$ cat src/rtl/drac_pkg.sv
// Shared fetch-stage types and defaults: fetch-queue entry layout, reset PC, queue depth.
package drac_pkg;

  localparam int unsigned XLEN = 64;
  localparam int unsigned ILEN = 32;

  localparam logic [XLEN-1:0] RESET_PC = 64'h0000_0000_0000_0100;
  localparam int unsigned     FQ_DEPTH = 4;

  typedef struct packed {
    logic [XLEN-1:0] pc;
    logic [ILEN-1:0] instr;
    logic            pred_taken;
    logic [XLEN-1:0] pred_addr;
  } fq_entry_t;

endpackage

$ cat src/rtl/fetch_queue.sv
// Circular FIFO of fetched instructions between the icache response and decode.
module fetch_queue
  import drac_pkg::*;
#(
  parameter int unsigned DEPTH = FQ_DEPTH
) (
  input  logic                          clk_i,
  input  logic                          rst_i,
  input  logic                          flush_i,
  input  logic                          push_i,
  input  fq_entry_t                     entry_i,
  input  logic                          pop_i,
  output logic                          valid_o,
  output fq_entry_t                     head_o,
  output logic [$clog2(DEPTH):0]        count_o
);

  localparam int unsigned PTR_W = $clog2(DEPTH);
  localparam int unsigned CNT_W = PTR_W + 1;

  fq_entry_t        mem_q [DEPTH];
  logic [PTR_W-1:0] wr_ptr_q, rd_ptr_q;
  logic [CNT_W-1:0] count_q;
  logic             do_pop;

  assign do_pop = pop_i && (count_q != '0);

  // Pointers wrap naturally because DEPTH is a power of two.
  always_ff @(posedge clk_i) begin
    if (rst_i || flush_i) begin
      wr_ptr_q <= '0;
      rd_ptr_q <= '0;
      count_q  <= '0;
    end else begin
      if (push_i) wr_ptr_q <= wr_ptr_q + PTR_W'(1);
      if (do_pop) rd_ptr_q <= rd_ptr_q + PTR_W'(1);
      case ({push_i, do_pop})
        2'b10:   count_q <= count_q + CNT_W'(1);
        2'b01:   count_q <= count_q - CNT_W'(1);
        default: count_q <= count_q;
      endcase
    end
  end

  always_ff @(posedge clk_i) begin
    if (push_i) mem_q[wr_ptr_q] <= entry_i;
  end

  assign valid_o = (count_q != '0);
  assign head_o  = mem_q[rd_ptr_q];
  assign count_o = count_q;

endmodule

$ cat src/rtl/fetch_pc_gen.sv
// Fetch-stage next-PC generation, single-outstanding icache request control and fetch queue.
module fetch_pc_gen
  import drac_pkg::*;
#(
  parameter logic [63:0] RESET_PC_P = drac_pkg::RESET_PC,
  parameter int unsigned FQ_DEPTH_P = drac_pkg::FQ_DEPTH
) (
  input  logic        clk_i,
  input  logic        rst_i,
  output logic [63:0] pc_fetch_o,
  input  logic        bp_is_branch_i,
  input  logic        bp_taken_i,
  input  logic [63:0] bp_addr_i,
  output logic        icache_req_valid_o,
  input  logic        icache_req_ready_i,
  input  logic        icache_resp_valid_i,
  input  logic [31:0] icache_resp_instr_i,
  input  logic        ex_redirect_i,
  input  logic [63:0] ex_redirect_addr_i,
  input  logic        csr_redirect_i,
  input  logic [63:0] csr_redirect_addr_i,
  output logic        fq_valid_o,
  input  logic        fq_ready_i,
  output logic [63:0] fq_pc_o,
  output logic [31:0] fq_instr_o,
  output logic        fq_pred_taken_o,
  output logic [63:0] fq_pred_addr_o
);

  localparam int unsigned CNT_W = $clog2(FQ_DEPTH_P) + 1;
  localparam int unsigned OCC_W = CNT_W + 1;
  localparam logic [63:0] ALIGN_MASK = ~64'h3;

  logic [63:0]      pc_q;
  logic             inflight_q;
  logic             kill_q;
  logic [63:0]      infl_pc_q;
  logic             infl_pred_taken_q;
  logic [63:0]      infl_pred_addr_q;

  logic             redirect;
  logic [63:0]      redirect_pc;
  logic             pred_taken;
  logic [OCC_W-1:0] occupancy;
  logic             accept;
  logic             resp;
  logic             push;
  logic [CNT_W-1:0] fq_count;
  fq_entry_t        push_entry;
  fq_entry_t        head;

  assign redirect    = csr_redirect_i | ex_redirect_i;
  assign redirect_pc = (csr_redirect_i ? csr_redirect_addr_i : ex_redirect_addr_i) & ALIGN_MASK;
  assign pred_taken  = bp_is_branch_i & bp_taken_i;

  // The outstanding request reserves a queue slot so its response always has room.
  assign occupancy          = OCC_W'(fq_count) + OCC_W'(inflight_q);
  assign icache_req_valid_o = !rst_i && !redirect && !inflight_q
                              && (occupancy < OCC_W'(FQ_DEPTH_P));
  assign accept             = icache_req_valid_o && icache_req_ready_i;
  assign resp               = icache_resp_valid_i && inflight_q;
  assign push               = resp && !kill_q && !redirect;

  always_ff @(posedge clk_i) begin
    if (rst_i) begin
      pc_q              <= RESET_PC_P;
      inflight_q        <= 1'b0;
      kill_q            <= 1'b0;
      infl_pc_q         <= '0;
      infl_pred_taken_q <= 1'b0;
      infl_pred_addr_q  <= '0;
    end else begin
      if (redirect)    pc_q <= redirect_pc;
      else if (accept) pc_q <= pred_taken ? (bp_addr_i & ALIGN_MASK) : pc_q + 64'd4;

      if (accept)    inflight_q <= 1'b1;
      else if (resp) inflight_q <= 1'b0;

      // A redirect while waiting marks the eventual response as stale.
      if (resp)                        kill_q <= 1'b0;
      else if (redirect && inflight_q) kill_q <= 1'b1;

      if (accept) begin
        infl_pc_q         <= pc_q;
        infl_pred_taken_q <= pred_taken;
        infl_pred_addr_q  <= bp_addr_i;
      end
    end
  end

  always_comb begin
    push_entry            = '0;
    push_entry.pc         = infl_pc_q;
    push_entry.instr      = icache_resp_instr_i;
    push_entry.pred_taken = infl_pred_taken_q;
    push_entry.pred_addr  = infl_pred_addr_q;
  end

  fetch_queue #(
    .DEPTH (FQ_DEPTH_P)
  ) u_fetch_queue (
    .clk_i   (clk_i),
    .rst_i   (rst_i),
    .flush_i (redirect),
    .push_i  (push),
    .entry_i (push_entry),
    .pop_i   (fq_ready_i),
    .valid_o (fq_valid_o),
    .head_o  (head),
    .count_o (fq_count)
  );

  assign pc_fetch_o      = pc_q;
  assign fq_pc_o         = head.pc;
  assign fq_instr_o      = head.instr;
  assign fq_pred_taken_o = head.pred_taken;
  assign fq_pred_addr_o  = head.pred_addr;

endmodule

$ cat config.mk
export PLATFORM = sky130hd
export DESIGN_NAME = fetch_pc_gen
export DESIGN_NICKNAME = d
export VERILOG_FILES = /design/src/rtl/drac_pkg.sv /design/src/rtl/fetch_queue.sv /design/src/rtl/fetch_pc_gen.sv
export SDC_FILE = /design/constraint.sdc
export NUM_CORES = 1
export LEC_CHECK = 0
export CORE_ASPECT_RATIO = 1.2
export CORE_MARGIN = 10
export CORE_UTILIZATION = 55
export DETAILED_ROUTE_END_ITERATION = 8
export PLACE_DENSITY = 0.83
export REMOVE_ABC_BUFFERS = 1
export SLEW_MARGIN = 15
export SYNTH_ARGS = -nofsm -noshare
export SYNTH_HDL_FRONTEND = slang
export SYNTH_SLANG_ARGS = --single-unit
$ cat constraint.sdc
create_clock -name clk_i -period 7.74 [get_ports clk_i]
set_clock_uncertainty 0.15 [all_clocks]
set_input_delay 1.548 -clock clk_i [delete_from_list [all_inputs] [get_ports clk_i]]
set_output_delay 1.548 -clock clk_i [all_outputs]
set_load 0.1 [all_outputs]
==> metrics.md, run 1 <==
| Metric | Value |
|---|---|
| Die H | 288.5 um |
| GRT met3 Usage | 5.860% |
| Tightest Pin Transition | 1.138 ns |
| Crit-path max cell delay | 1.17 ns |
| Top-count cell post-synth | edfxtp_1 |
| Top delay family on crit path | buffers and inverters |
| Crit Path Max Fanout | 35 |
| Cell area after synthesis | 0.03303 mm^2 |
| Yosys warnings | 0 |
| Routed vias/inst | 6.083 |
| Most frequent cells after synthesis | edfxtp_1 (644), nand2_1 (299), dfxtp_1 (204), a21oi_1 (179), mux4_2 (161) |
| Routed len/inst | 26.44 um |
| Ys async rst share | 0% |
| Top cell type's share of synthesized area | 58.54% |
| Row count | 98 |
| Ys flop type | edfxtp_1 |
| Ranking of synthesized cells by area | edfxtp_1 (59%), dfxtp_1 (12%), mux4_2 (11%) |
| CTS tree | done |
| Io pins | 460 |
| Worst Setup Slack, final | 2.205 ns |
| Die ar. | 0.07030 mm^2 |
| Hold_ws | 0.3184 ns |
| WP buf/inv | 2 |
| Total CTS buffers | 78 |
| Postcts setup bufs | 0 |
| Setup tns final | 0 ns |
| Initial Utilization | 55.43% |
| Final core occ | 68.68% |
| GPL Wtd Cong | 0.8172 |
| Hold_buf cts | 0 |
| PD cells | 229.0 mW/mm^2 |
| Lkg Pwr | 0.01321 uW |
| Total Routing Usage GR | 25.20% |
| Core Area | 0.05959 mm^2 |
| Critical-path top delay cell | clkdlybuf4s50_1 |
| PostCTS Resize Cnt | 0 |
| DRC errors left | 0 |
| Clk buf depth | 3 |
| Final hold viol count | 0 |
| Worst endpoint data arrival time | 3.84 ns |
| Post-synth EDFFs | 644 |
| Fmax | 0.1807 GHz |
| Fin nets | 2,794 |
| Port bufs | 455 |
| Clock sink total | 848 |
| Hold crit path type | reg2reg |
| Peak supply drop | 0.1951 mV |
| Hpwl dp | 57,390 um |
| Area growth syn-to-layout | 23.90% |
| Pins Over Slew Limit | 0 |
| Initial antenna violation count | 6 |
| Mapped Cells | 2,138 |
| Clk Latency, worst-skew pair | 0.61 ns |
| Slew headroom | 23.87% |
| Critical Path End Type | output port |
| Tmin final | 5.535 ns |
| Global-route wire length before repair | 134,100 um |
| Yosys reg bits | 848 |
| Maxcap violations | 0 |
| Top Usage Layer GRT | met2 |
| Final Cycle Share | 71.51% |
| Root buffer cell | clkbuf_16 |
| Average size of a mapped cell | 15.45 um^2 |
| Pwr Total | 9372 uW |
| Final setup vio count | 0 |
| Crit Path Class | in2out |
| Clock input transition at the sequential cells of the worst setup and hold paths | 0.06 ns |
| Share of layout cells above drive strength 1 | 12.91% |
| 1st-pass router iterations | 6 |
| Initial DRC Count | 1,833 |
| Status | finished clean |
| Met1 Usage GRT | 31.75% |
| Htree depth | 3 |
| Total number of vias | 20,810 |
| Grt total ovfl | 0 |
| Dpl ws | 2.207 ns |
| GR Util met2 | 41.90% |
| Largest area contributor in the netlist | edfxtp_1 |
| Number of global-route vias before repair | 21,420 |
| Post-Route WL | 90,460 um |
| CP required | 6.04 ns |
| Sequential area share after synthesis | 70.91% |
| Largest net degree at the start of global routing | 115 |
| CP Launch Type | primary input |
| RSZ-0062 raised after global routing | false |
| Synth cell types | 58 |
| Flop2flop setup slack | 4.17 ns |
| Worst path cell trace | buf_4 > or3_1 > nor3_1 > clkdlybuf4s50_1 |
| Post-route ant nets | 0 |
| Die Width | 243.7 um |
sequential cells by signal (all words and copies together), names as in the netlist, named ones only:
signal                  count
infl_pc_q                  64
infl_pred_addr_q           64
infl_pred_taken_q           1
inflight_q                  1
kill_q                      1
pc_fetch_o                 64
u_fetch_queue.count_o       3
u_fetch_queue.mem_q       644
u_fetch_queue.rd_ptr_q      2
u_fetch_queue.wr_ptr_q      2
final cells by class:
type                    count  area, um^2
diodes                      3       7.507
clock buffers             105        2105
clock inverters            39       434.2
fillers                  3931       18660
inverters                  14       52.55
multi-input cells        1127        8997
flip-flops and latches    848       23430
well taps                 800        1001
repair buffers            485        4901
layer usage:
| metal | up-vias | routed length (um) | share of wire, % |
|---|---|---|---|
| met5 | - | 29 | 0.032 |
| met4 | 4 | 3257 | 3.6 |
| met3 | 174 | 8608 | 9.5 |
| met2 | 1086 | 44710 | 49 |
| met1 | 10470 | 33850 | 37 |
| li1 | 9075 | - | - |
worst min-delay path, cell delays in order (launching register included):
cell and delay [ns]:
dfxtp_1 0.32, nand2_1 0.06, a21oi_1 0.05
cells in the final DEF, fill, tap and decap left out, types with 27 or more instances in the layout:
master           netlist  final
xor2_1                40     40
o22ai_1               27     27
dfxtp_1              204    202
a21oi_1              179    179
nor3_1                37     37
edfxtp_1             644    644
mux4_2               161    161
a221oi_1              32     32
a22oi_1               38     38
nand2_1              299    297
clkdlybuf4s50_1        0    452
nor2_1                82     80
clkbuf_16              0     79
o21ai_0               40     40
worst paths after layout:
| kind | from | endpoint | cells past startpoint |
|---|---|---|---|
| worst max-delay path | ex_redirect_i | icache_req_valid_o | 4 |
| worst min-delay path | pc_fetch_o[1]$_SDFFE_PP0P_ | infl_pc_q[1]$_SDFFE_PP0P_ | 2 |
| worst max register to register | pc_fetch_o[2]$_SDFFE_PP0P_ | pc_fetch_o[54]$_SDFFE_PP0P_ | 7 |
| worst min register to register | pc_fetch_o[1]$_SDFFE_PP0P_ | infl_pc_q[1]$_SDFFE_PP0P_ | 2 |
stage by stage:
stage / instance area [um^2] / cells
5_1_grt: 40930 / 3420
3_3_place_gp: 38380 / 3274
6_report: 40930 / 3421
2_1_floorplan: 32410 / 1989
3_5_place_dp: 38380 / 3274
4_1_cts: 40920 / 3418
power by group:
group | switching (uW) | internal (uW) | leakage (uW)
Clock | 1640 | 2170 | 0.00123
Combinational | 385 | 214 | 0.00421
Sequential | 71.7 | 4890 | 0.00777
cell families (layout without fill, tap and decap cells):
| group | Yosys count | in the layout | share of synthesized area (%) |
|---|---|---|---|
| other | 0 | 3 | 0 |
| and+or+nand+nor | 533 | 533 | 7.307 |
| AOI/OAI and AO/OA | 347 | 347 | 6.288 |
| buffers and inverters | 163 | 643 | 2.034 |
| muxes | 188 | 188 | 11.80 |
| xor gates and xnor gates | 52 | 52 | 1.379 |
| adders and majority gates | 7 | 7 | 0.2879 |
| DFF | 848 | 848 | 70.91 |
Note: power is estimated with default switching activity, not from simulation.
==> run 2, diff against run 1 <==
==> constraint.sdc (replaced) <==
create_clock -name clk_i -period 5.5 [get_ports clk_i]
set_clock_uncertainty 0.15 [all_clocks]
set_input_delay 1.1 -clock clk_i [delete_from_list [all_inputs] [get_ports clk_i]]
set_output_delay 1.1 -clock clk_i [all_outputs]
set_load 0.1 [all_outputs]
==> run 2 against run 1 <==
Sequential share of layout area is 0.63 points lower. Total power up 44%. Critical path depth decreased by 1. Register-to-register slack worse by 2.4 ns. Critical path type is now reg2out. Flip-flop and latch count unchanged.
==> metrics.md, run 2 (synthesis gave the netlist of run 1 again) <==
| Metric | Value |
|---|---|
| Pwr Total | 13,450 uW (was 9372 uW) |
| Fmax | 0.2098 GHz |
| Biggest register | u_fetch_queue.mem_q (unchanged) |
| Io pins | 460 (unchanged) |
| Commonest cells after routing, fill and taps aside | edfxtp_1 (644), clkdlybuf4s50_1 (451), nand2_1 (297) (was edfxtp_1 (644), clkdlybuf4s50_1 (452), nand2_1 (297)) |
| Tmin final | 4.766 ns |
| Worst path depth | 3 (was 4) |
| CP Launch Type | register (was primary input) |
| Number of global-route vias before repair | 21,900 (was 21,420) |
| Seq pwr share | 51.9% (was 52.9%) |
| Lkg Pwr | 0.01349 uW (was 0.01321 uW) |
| PostCTS Resize Cnt | 0 (unchanged) |
| Postcts setup bufs | 0 (unchanged) |
| Initial antenna violation count | 3 (was 6) |
| Status | finished clean (unchanged) |
| Clk Latency, worst-skew pair | 0.62 ns (was 0.61 ns) |
| Die ar. | 0.07030 mm^2 (unchanged) |
| Post-route ant nets | 0 (unchanged) |
| Critical Path End | fq_pc_o[29] (was icache_req_valid_o) |
| Worst endpoint data arrival time | 3.52 ns (was 3.84 ns) |
| Crit-path max cell delay | 1.02 ns (was 1.17 ns) |
| Htree depth | 3 (unchanged) |
| Peak supply drop | 0.2147 mV (was 0.1951 mV) |
| DRC errors left | 0 (unchanged) |
| Die H | 288.5 um (unchanged) |
| Clock Power Share | 41.8% (was 40.7%) |
| Grt total ovfl | 0 (unchanged) |
| Routed len/inst | 27.03 um (was 26.44 um) |
| RSZ-0062 raised after global routing | false (unchanged) |
| GPL Wtd Cong | 0.8409 (was 0.8172) |
| R2R cell count | 7 (unchanged) |
| Switching power | 2976 uW (was 2100 uW) |
| Hold_buf cts | 0 (unchanged) |
| Sw Ratio | 22.12% (was 22.41%) |
| Initial DRC Count | 2,139 (was 1,833) |
| Final hold viol count | 0 (unchanged) |
| Slew headroom | 24.67% (was 23.87%) |
| Placed cell count | 3,307 (was 3,274) |
| Port bufs | 455 (unchanged) |
| Routed vias/inst | 6.149 (was 6.083) |
| Largest net degree at the start of global routing | 88 (was 115) |
| Critical-path top delay cell | clkdlybuf4s50_1 (unchanged) |
| Pins Over Slew Limit | 0 (unchanged) |
| Share of layout cells above drive strength 1 | 14.23% (was 12.91%) |
| 1st-pass router iterations | 6 (unchanged) |
| Final Cycle Share | 86.66% |
| WP buf/inv | 2 (unchanged) |
| Internal Power | 10,480 uW (was 7272 uW) |
| Core Area | 0.05959 mm^2 (unchanged) |
| Tightest Pin Transition | 1.126 ns (was 1.138 ns) |
| Largest register FFs | 644 (unchanged) |
| Launch point of the worst reg-to-reg path | pc_fetch_o[2]$_SDFFE_PP0P_ (unchanged) |
| Root buffer cell | clkbuf_16 (unchanged) |
| Worst path cell trace | buf_12 > mux4_2 > clkdlybuf4s50_1 (was buf_4 > or3_1 > nor3_1 > clkdlybuf4s50_1) |
| R2R Path End | pc_fetch_o[50]$_SDFFE_PP0P_ (was pc_fetch_o[54]$_SDFFE_PP0P_) |
| CTS tree | done (unchanged) |
| Logic pwr share | 6.3% (was 6.4%) |
| Total number of vias | 21,230 (was 20,810) |
| Row count | 98 (unchanged) |
| Total Routing Usage GR | 26.04% (was 25.20%) |
| Crit Path Max Fanout | 31 (was 35) |
| Global-route wire length before repair | 137,800 um (was 134,100 um) |
| CP required | 4.25 ns (was 6.04 ns) |
| Initial Utilization | 55.43% (unchanged) |
| PD cells | 325.0 mW/mm^2 (was 229.0 mW/mm^2) |
| Critical Path End Type | output port (unchanged) |
| Area growth syn-to-layout | 25.28% (was 23.90%) |
| Clock input transition at the sequential cells of the worst setup and hold paths | 0.06 ns (about the same) |
| Most common cell after layout, fill and taps aside | edfxtp_1 (unchanged) |
| Flop2flop setup slack | 1.80 ns (was 4.17 ns) |
| Fin nets | 2,827 (was 2,794) |
| Fill cells | 3,832 (was 3,931) |
| Final setup vio count | 0 (unchanged) |
| Top delay family on crit path | buffers and inverters (unchanged) |
| Total CTS buffers | 78 (unchanged) |
| Hold_ws | 0.3340 ns (was 0.3184 ns) |
| Hpwl dp | 60,270 um (was 57,390 um) |
| Post-Route WL | 93,320 um (was 90,460 um) |
| Final core occ | 69.44% (was 68.68%) |
| Hold crit path type | reg2reg (unchanged) |
| Maxcap violations | 0 (unchanged) |
| Clock sink total | 848 (unchanged) |
| Final Non-Filler Cells | 3,453 (was 3,421) |
| Crit Path Class | reg2out (was in2out) |
| Clk buf depth | 3 (unchanged) |
| Die Width | 243.7 um (unchanged) |
[run 2: cell types whose count changed in the layout (fill, tap and decap cells not counted), moves of 3 or more]
cell / delta
clkbuf_8: +10
clkinv_4: -3
buf_4: +29
clkbuf_1: -8
buf_12: +5
clkbuf_16: +3
inv_6: -5
[run 2: layer usage]
| layer | up-vias | share of wire, % | global-route usage [%] | wire, um |
|---|---|---|---|---|
| met5 | - | 0 | 0 | 0 |
| met4 | 0 | 3.0 | 9.542 | 2839 |
| met3 | 172 | 9.1 | 5.360 | 8530 |
| met2 | 1240 | 51 | 44.52 | 47500 |
| met1 | 10690 | 37 | 32.50 | 34450 |
| li1 | 9132 | - | - | - |
[run 2: stage by stage]
| stage | setup WS [ns] | setup TNS (ns) | cell area [um^2] |
|---|---|---|---|
| 3_3_place_gp | 1.341 | 0 | 38690 |
| 2_1_floorplan | -3.546 | -1136.65 | 32410 |
| 3_5_place_dp | 1.179 | 0 | 38690 |
| 5_1_grt | 0.6080 | 0 | 41380 |
| 6_report | 0.7335 | 0 | 41380 |
| 4_1_cts | 0.6647 | 0 | 41380 |
[run 2: final cells by class]
cell class                 count  area [um^2]  area share [%]
clock buffer                 110         2287           5.527
antenna                        3        7.507         0.01814
inverter                      14        52.55          0.1270
sequential                   848        23430           56.62
multi-input combinational   1127         8997           21.74
tap                          800         1001           2.419
timing repair buffer         518         5209           12.59
clock inverter                33        399.1          0.9645
[run 2: power groups by stage]
stage	Combinational (uW)	Clock (uW)	Sequential [uW]
after floorplan	193	0	7330
after global placement	826	0	7110
after detailed placement	841	0	7120
after CTS	848	5680	6980
after global routing	888	5920	6980
final	851	5620	6980
[run 2: how the worst min path moves through the flow]
stage,slack (ns),startpoint,end,depth (start not counted)
3_5_place_dp,0.33,pc_fetch_o[0]$_SDFFE_PP0P_,infl_pc_q[0]$_SDFFE_PP0P_,2
6_report,0.33,infl_pc_q[35]$_SDFFE_PP0P_,u_fetch_queue.mem_q[1][132]$_DFFE_PP_,0
2_1_floorplan,0.31,infl_pc_q[0]$_SDFFE_PP0P_,infl_pc_q[0]$_SDFFE_PP0P_,2
5_1_grt,0.35,pc_fetch_o[1]$_SDFFE_PP0P_,infl_pc_q[1]$_SDFFE_PP0P_,2
3_3_place_gp,0.31,pc_fetch_o[0]$_SDFFE_PP0P_,infl_pc_q[0]$_SDFFE_PP0P_,2
4_1_cts,0.32,infl_pc_q[35]$_SDFFE_PP0P_,u_fetch_queue.mem_q[1][132]$_DFFE_PP_,0
[run 2: worst register-to-register path, cell delays in order (launching register included)]
cell and delay [ns]:
dfxtp_1 0.52, ha_1 0.35, and2_1 0.22, nand2_1 0.62, nor4_4 1.06, nand4_1 0.26
xor2_1 0.27, o22ai_1 0.11
